--- src/rtl/branch_commit_unit_if.sv ---
// Branch commit unit bus interface.
// Bundles the ROB-head retire handshake, the branch-queue pop port, the squash
// pulse, the frontend redirect handshake and the statistics outputs.
//   master : the branch commit unit (drives commit_ready, bq_pop, squash_*,
//            redirect_valid/pc, stat_*)
//   slave  : the surrounding core (ROB, BQ, frontend)
interface branch_commit_unit_if #(
  parameter int unsigned XLEN = 64,
  parameter int unsigned IDW  = 6,
  parameter int unsigned CNTW = 32
);
  logic            commit_valid;
  logic            commit_is_branch;
  logic [IDW-1:0]  commit_id;
  logic [XLEN-1:0] commit_pc;
  logic            commit_ready;

  logic            bq_pop;
  logic [XLEN-1:0] bq_pcnext;
  logic            bq_taken;
  logic            bq_mispred;

  logic            squash_valid;
  logic [IDW-1:0]  squash_id;

  logic            redirect_valid;
  logic [XLEN-1:0] redirect_pc;
  logic            redirect_ready;

  logic [CNTW-1:0] stat_branches;
  logic [CNTW-1:0] stat_mispred;

  modport master (
    input  commit_valid, commit_is_branch, commit_id, commit_pc,
    output commit_ready,
    output bq_pop,
    input  bq_pcnext, bq_taken, bq_mispred,
    output squash_valid, squash_id,
    output redirect_valid, redirect_pc,
    input  redirect_ready,
    output stat_branches, stat_mispred
  );

  modport slave (
    output commit_valid, commit_is_branch, commit_id, commit_pc,
    input  commit_ready,
    input  bq_pop,
    output bq_pcnext, bq_taken, bq_mispred,
    input  squash_valid, squash_id,
    input  redirect_valid, redirect_pc,
    output redirect_ready,
    input  stat_branches, stat_mispred
  );
endinterface

--- src/rtl/branch_commit_unit.sv ---
// Branch commit unit.
// Retires the ROB head one instruction per cycle. When the head is a branch it
// pops the branch queue in the same cycle; a mispredicted branch produces a
// one-cycle squash pulse followed by a held frontend redirect, and retirement
// stalls until the frontend accepts the redirect. Counts committed branches and
// mispredictions (wrapping).
// Ports:
//   clk  : clock, all state on rising edge
//   rstn : synchronous active-low reset
//   bus  : branch_commit_unit_if master (retire, BQ pop, squash, redirect, stats)
module branch_commit_unit #(
  parameter int unsigned XLEN = 64,
  parameter int unsigned IDW  = 6,
  parameter int unsigned CNTW = 32
) (
  input logic                 clk,
  input logic                 rstn,
  branch_commit_unit_if.master bus
);

  typedef enum logic [1:0] {StIdle, StSquash, StRedirect} state_e;

  state_e          state_q, state_d;
  logic [IDW-1:0]  squash_id_q, squash_id_d;
  logic [XLEN-1:0] redirect_pc_q, redirect_pc_d;
  logic [CNTW-1:0] branches_q, branches_d;
  logic [CNTW-1:0] mispred_q, mispred_d;
  logic            ready;
  logic            pop;

  // Ready is gated by rstn so nothing retires while reset is held.
  assign ready = rstn & (state_q == StIdle);
  assign pop   = ready & bus.commit_valid & bus.commit_is_branch;

  always_comb begin
    state_d       = state_q;
    squash_id_d   = squash_id_q;
    redirect_pc_d = redirect_pc_q;
    branches_d    = branches_q;
    mispred_d     = mispred_q;
    case (state_q)
      StIdle: begin
        if (pop) begin
          branches_d = branches_q + CNTW'(1);
          if (bus.bq_mispred) begin
            mispred_d     = mispred_q + CNTW'(1);
            squash_id_d   = bus.commit_id;
            // Not-taken fall-through is the sequential PC of the branch itself.
            redirect_pc_d = bus.bq_taken ? bus.bq_pcnext : bus.commit_pc + XLEN'(4);
            state_d       = StSquash;
          end
        end
      end
      StSquash:   state_d = StRedirect;
      StRedirect: if (bus.redirect_ready) state_d = StIdle;
      default:    state_d = StIdle;
    endcase
  end

  always_ff @(posedge clk) begin
    if (!rstn) begin
      state_q       <= StIdle;
      squash_id_q   <= '0;
      redirect_pc_q <= '0;
      branches_q    <= '0;
      mispred_q     <= '0;
    end else begin
      state_q       <= state_d;
      squash_id_q   <= squash_id_d;
      redirect_pc_q <= redirect_pc_d;
      branches_q    <= branches_d;
      mispred_q     <= mispred_d;
    end
  end

  assign bus.commit_ready   = ready;
  assign bus.bq_pop         = pop;
  assign bus.squash_valid   = (state_q == StSquash);
  assign bus.squash_id      = squash_id_q;
  assign bus.redirect_valid = (state_q == StRedirect);
  assign bus.redirect_pc    = redirect_pc_q;
  assign bus.stat_branches  = branches_q;
  assign bus.stat_mispred   = mispred_q;

endmodule
--- src/flat_wrapper.sv ---
// flat-port wrapper written by rule: the top's interface ports become plain ports
module branch_commit_unit_flat 
#(
  parameter int unsigned XLEN = 64,
  parameter int unsigned IDW  = 6,
  parameter int unsigned CNTW = 32
)
  (clk, rstn, bus_commit_valid, bus_commit_is_branch, bus_commit_id, bus_commit_pc, bus_commit_ready, bus_bq_pop, bus_bq_pcnext, bus_bq_taken, bus_bq_mispred, bus_squash_valid, bus_squash_id, bus_redirect_valid, bus_redirect_pc, bus_redirect_ready, bus_stat_branches, bus_stat_mispred);
  branch_commit_unit_if #(.XLEN(XLEN), .IDW(IDW), .CNTW(CNTW)) bus_i ();
  input logic clk;
  input logic rstn;
  input wire logic [$bits(bus_i.commit_valid)-1:0] bus_commit_valid;
  input wire logic [$bits(bus_i.commit_is_branch)-1:0] bus_commit_is_branch;
  input wire logic [$bits(bus_i.commit_id)-1:0] bus_commit_id;
  input wire logic [$bits(bus_i.commit_pc)-1:0] bus_commit_pc;
  output wire logic [$bits(bus_i.commit_ready)-1:0] bus_commit_ready;
  output wire logic [$bits(bus_i.bq_pop)-1:0] bus_bq_pop;
  input wire logic [$bits(bus_i.bq_pcnext)-1:0] bus_bq_pcnext;
  input wire logic [$bits(bus_i.bq_taken)-1:0] bus_bq_taken;
  input wire logic [$bits(bus_i.bq_mispred)-1:0] bus_bq_mispred;
  output wire logic [$bits(bus_i.squash_valid)-1:0] bus_squash_valid;
  output wire logic [$bits(bus_i.squash_id)-1:0] bus_squash_id;
  output wire logic [$bits(bus_i.redirect_valid)-1:0] bus_redirect_valid;
  output wire logic [$bits(bus_i.redirect_pc)-1:0] bus_redirect_pc;
  input wire logic [$bits(bus_i.redirect_ready)-1:0] bus_redirect_ready;
  output wire logic [$bits(bus_i.stat_branches)-1:0] bus_stat_branches;
  output wire logic [$bits(bus_i.stat_mispred)-1:0] bus_stat_mispred;
  assign bus_i.commit_valid = bus_commit_valid;
  assign bus_i.commit_is_branch = bus_commit_is_branch;
  assign bus_i.commit_id = bus_commit_id;
  assign bus_i.commit_pc = bus_commit_pc;
  assign bus_commit_ready = bus_i.commit_ready;
  assign bus_bq_pop = bus_i.bq_pop;
  assign bus_i.bq_pcnext = bus_bq_pcnext;
  assign bus_i.bq_taken = bus_bq_taken;
  assign bus_i.bq_mispred = bus_bq_mispred;
  assign bus_squash_valid = bus_i.squash_valid;
  assign bus_squash_id = bus_i.squash_id;
  assign bus_redirect_valid = bus_i.redirect_valid;
  assign bus_redirect_pc = bus_i.redirect_pc;
  assign bus_i.redirect_ready = bus_redirect_ready;
  assign bus_stat_branches = bus_i.stat_branches;
  assign bus_stat_mispred = bus_i.stat_mispred;
  branch_commit_unit #(.XLEN(XLEN), .IDW(IDW), .CNTW(CNTW)) u_core (.clk(clk), .rstn(rstn), .bus(bus_i));
endmodule
--- config.mk ---
export PLATFORM = sky130hd
export DESIGN_NAME = branch_commit_unit_flat
export DESIGN_NICKNAME = d
export VERILOG_FILES = /design/src/rtl/branch_commit_unit_if.sv /design/src/rtl/branch_commit_unit.sv /design/src/flat_wrapper.sv
export SDC_FILE = /design/constraint.sdc
export NUM_CORES = 1
export LEC_CHECK = 0
export BUFFER_PORTS_ARGS = -buffer_cell sky130_fd_sc_hd__buf_4
export CORE_ASPECT_RATIO = 1.25
export CORE_MARGIN = 2
export CORE_UTILIZATION = 25
export CTS_CLUSTER_SIZE = 40
export DETAILED_ROUTE_END_ITERATION = 10
export MAX_ROUTING_LAYER = met4
export PLACE_DENSITY = 0.51
export SLEW_MARGIN = 40
export SYNTH_ARGS = -nofsm -noshare
export SYNTH_HDL_FRONTEND = slang
export SYNTH_SLANG_ARGS = --single-unit
--- constraint.sdc ---
create_clock -name clk -period 2.6 [get_ports clk]
set_input_delay 0.39 -clock clk [delete_from_list [all_inputs] [get_ports clk]]
set_output_delay 0.39 -clock clk [all_outputs]
set_load 0.02 [all_outputs]
Yosys cells after proc, flatten, opt, wreduce, memory -nomap -nowiden. Cells that the tools add are included.

Register bits: 136. Logic and storage cells: 25.

$add $sub $neg: 3. Equal/unequal tests: 5. Mux-type cells: 5. Bitwise gates (word level): 3. Reductions and logical operators: 4.

Operators with widths (number): $add 32x1->32 const B (2); $add 64x3->64 const B (1); $mux 64 (1); $mux 2 (3); $pmux 2 s3 (1); $reduce_and 3->1 (2); $ne 2x2->1 const B (2); $and 1x1->1 (3); $eq 2x1->1 const B (1); $eq 2x2->1 const B (1); $logic_not 2->1 (1); $ne 2x1->1 const B (1); $reduce_and 2->1 (1).

Logic depth before layout (Yosys ltp).
Word-level depth: 6. Gate-level depth with buffers: 10. Depth with buffers taken out: 8.

Worst setup path before layout. No wires, ideal clock.

Path type: input -> register. From: input port bus_commit_pc[29]. To: register u_core.redirect_pc_q[53], in the netlist u_core.bus.redirect_pc[53]. Library setup time: 0.134 ns. Arrival time: 2.183 ns. Data required time: 2.466 ns. Path slack: 0.283 ns. Cell stages on the path: 8. Cells stage by stage: nand4_1 or4_1 buf_2 or3_1 buf_6 nor4_1 xnor2_1 o22ai_1.

Longest elaborated chain between the ends: 2.

Ends and longest elaborated chain: start: declaration (RTL line flat_wrapper.sv:15) `input wire logic [$bits(bus_i.commit_pc)-1:0] bus_commit_pc;`; $add 64x3->64 (RTL line branch_commit_unit.sv:49) `redirect_pc_d = bus.bq_taken ? bus.bq_pcnext : bus.commit_pc + XLEN'(4);`; $mux 64 (RTL line branch_commit_unit.sv:49); end signal: assignment (RTL line branch_commit_unit.sv:70) `redirect_pc_q <= redirect_pc_d;`; end: declaration (RTL line branch_commit_unit.sv:25) `logic [XLEN-1:0] redirect_pc_q, redirect_pc_d;`.

Every way passes these cells. A chain may end at the register's enable or synchronous reset.

Worst setup path in the final report.
From: register u_core.state_q[0]. To: output port bus_bq_pop.

Longest elaborated chain between the ends: 4.

Ends and longest elaborated chain: start: declaration (RTL line branch_commit_unit.sv:23) `state_e state_q, state_d;`; start signal: assignment (RTL line branch_commit_unit.sv:62) `state_q <= StIdle;`; start signal: assignment (RTL line branch_commit_unit.sv:68) `state_q <= state_d;`; $logic_not 2->1 (RTL line branch_commit_unit.sv:32) `assign ready = rstn & (state_q == StIdle);`; $and 1x1->1 (RTL line branch_commit_unit.sv:32); $and 1x1->1 (2 in a row) (RTL line branch_commit_unit.sv:33) `assign pop = ready & bus.commit_valid & bus.commit_is_branch;`; end: declaration (RTL line flat_wrapper.sv:17) `output wire logic [$bits(bus_i.bq_pop)-1:0] bus_bq_pop;`.

Every way passes these cells.

==> flow_summary.toml <==
[logic_synthesis]
synth_fa_ha_area_share_pct = 0.536
ys_types = 46
synth_mux_area_share_pct = 1.00
synth_top_family_by_area = "simple AND/OR/NAND/NOR gates"
ys_seq_elements = 136
synth_compound_area_share_pct = 10.9
yosys.area.top_type = "dfxtp_1"
synth_ff_type = "dfxtp_1"
syn_area_mm2 = 0.00700
synth_xor_area_share_pct = 14.1
syn-mean-instance-area_um2 = 7.91
synth_top_cell_area_share_pct = 38.9
syn_nets = 1029
synth_cells = 885
synth_seq_area_share_pct = 38.9
synth_warnings = 0
yosys-top-cells-area = "dfxtp_1, xnor2_1, nand3_1, xor2_1, nor2_1"
async_reset_ff_share_pct = 0
synth_edf_count = 0
synth-simple-area-share_pct = 31.1

[timing]
min_period_ns = 2.13
holdWs_ns = 0.202
slew_headroom_pct = 67.8
rsz0062_at_grt = "no"
hold_viol = 0
fin_setup_tns_ns = 0
slew_violations = 0
tightest_slew_ns = 0.483
setup-violations-final = 0
fmax_ghz = 0.469
worst_slack_ns = 0.468
final.setup_skew_ns = 0.0160
finalCritPeriodShare_pct = 82.0

[setup_path]
crit_path_start_kind = "flop"
end_kind = "primary output"
cp.arrival_ns = 1.74
worstReg2RegStart = "u_core.state_q[0]"
rr_endpoint = "u_core.bus.redirect_pc[41]"
cp_max_fo = 7
required_ns = 2.21
reg2reg_slack_ns = 0.49
crit_type = "reg -> out"
reg2regPathDepth = 7

[place]
dpl_cell_area_mm2 = 0.00966
port_buffers = 278
hpwlAfterDp_mm = 19.9
place_ws_ns = 0.000281
gp_congestion = 0.875

[clock_network]
path_clk_slew_ns = 0.07
cts-root-buf = "clkbuf_16"
cts_buffers = 17
cts_tree = "yes"
cts_resized = 0
cts_setup_buffers = 0
cts_buffer_depth = 2
cts_max_level = 4
hold_buffers = 0
clk_latency_ns = 0.44
cts.sinks = 136

[hold_path]
hold_depth = 3
min_to = "u_core.bus.redirect_pc[38]"
hp-class = "in -> reg"
min_from = "bus_bq_pcnext[38]"

[global_route]
grt_max_degree = 77
grt_pass1_wl_mm = 40.3
antenna_found_initial = 0
grt_pass1_vias = 7215
grt-ovfl-total = 0
grtUsageTotal_pct = 17.9

[floorplan]
core-area_mm2 = 0.0276
ioPinCount = 279
start_util_pct = 25.4
die_x_um = 154
die_y_um = 191
rows = 68
fp.dieArea_mm2 = 0.0294

[power_and_ir_drop]
leakage_nw = 4.07
power_per_cell_area_mw_per_mm2 = 486
peakVddDrop_uv = 291

[flow_run]
cap_violations = 0

[drt]
drc = 0
drtIter0Drc = 281
drtPass1Iterations = 5
vias_per_cell = 4.84
ant_nets = 0
num_vias = 7401
wl_per_cell_um = 17.1
routed_wl_mm = 26.1

[layout]
areaGrowthSynthToFinish_pct = 45.2
antennaDiodeCount = 0
final_common_cell = "buf_4"
fin_util_pct = 36.9
nets = 1312
final_cell_mix = "buf_4, dfxtp_1, nor2_1"
drive_gt1_share_pct = 30.1
fin_area_mm2 = 0.0102

[status]
status = "complete, no violations"
metal layers:
metal,routed length (um),vias to the layer above,global-route usage (%)
met2,13000,224,30.7
met3,1570,37,4.53
met5,0,-,-
met1,10800,3447,20.3
met4,663,0,6.32
li1,-,3693,-
power by group:
part           switching [mW]  leakage [nW]  internal (mW)  total [mW]
Sequential             0.0232          1.10           2.12        2.15
Clock                   0.945         0.254           1.25        2.19
Combinational           0.318          2.72          0.287       0.604
cell type report:
type / count / area (um2)
fillers: 2971 / 17400
clock inverters: 9 / 53.8
flip-flops and latches: 136 / 2720
repair buffers: 313 / 2400
multi-input cells: 687 / 4050
well taps: 350 / 438
clock buffers: 21 / 460
inverters: 13 / 50.0
how the worst max path moves through the flow:
stage / startpoint / to / slack, ns / cells past startpoint
after floorplan: bus_commit_pc[29] / u_core.bus.redirect_pc[53] / 0.28 / 8
after global placement: bus_commit_pc[29] / u_core.bus.redirect_pc[53] / 0.01 / 7
after detailed placement: bus_commit_pc[28] / u_core.bus.redirect_pc[53] / 0.0003 / 7
after CTS: u_core.state_q[0] / bus_bq_pop / 0.44 / 4
after global routing: u_core.state_q[0] / u_core.bus.stat_mispred[16] / 0.36 / 8
final: u_core.state_q[0] / bus_bq_pop / 0.47 / 4
state kept, by name, indices dropped and copies added, names as in the netlist:
register                  flops
u_core.bus.stat_mispred      32
u_core.state_q                2
u_core.bus.redirect_pc       64
u_core.bus.squash_id          6
u_core.bus.stat_branches     32
worst max-delay path: stages (launching register included):
cell and delay, ns:
dfxtp_1 0.33, and4bb_2 0.40, and2_1 0.23, buf_4 0.19, buf_4 0.16
per-stage QoR:
step	power (mW)	cells
6_report	4.94	1529
3_5_place_dp	2.80	1499
3_3_place_gp	2.80	1499
5_1_grt	5.16	1529
4_1_cts	5.02	1529
2_1_floorplan	2.43	885
synthesized netlist by cell type, drive strengths merged, types with 2 or more instances:
master,number
nor2b,4
a221oi,3
a21oi,41
inv,13
nand3,84
o22ai,15
nor3,23
or3,9
a31oi,7
or2,3
xnor2,67
o21ai,34
and4,9
nor4,23
ha,3
nand4,44
o211ai,17
a211oi,4
mux2i,7
and3,28
or4,2
clkbuf,40
nor2,103
nand2,94
buf,9
o21a,4
dfxtp,136
xor2,46
and2,4
logic make-up after synthesis:
group	after synthesis
compound gates	129
xor+xnor	113
fa+ha+maj	3
buf+inv	62
flops	136
mux	7
simple gates	435
Note: power is estimated with default switching activity, not from simulation.
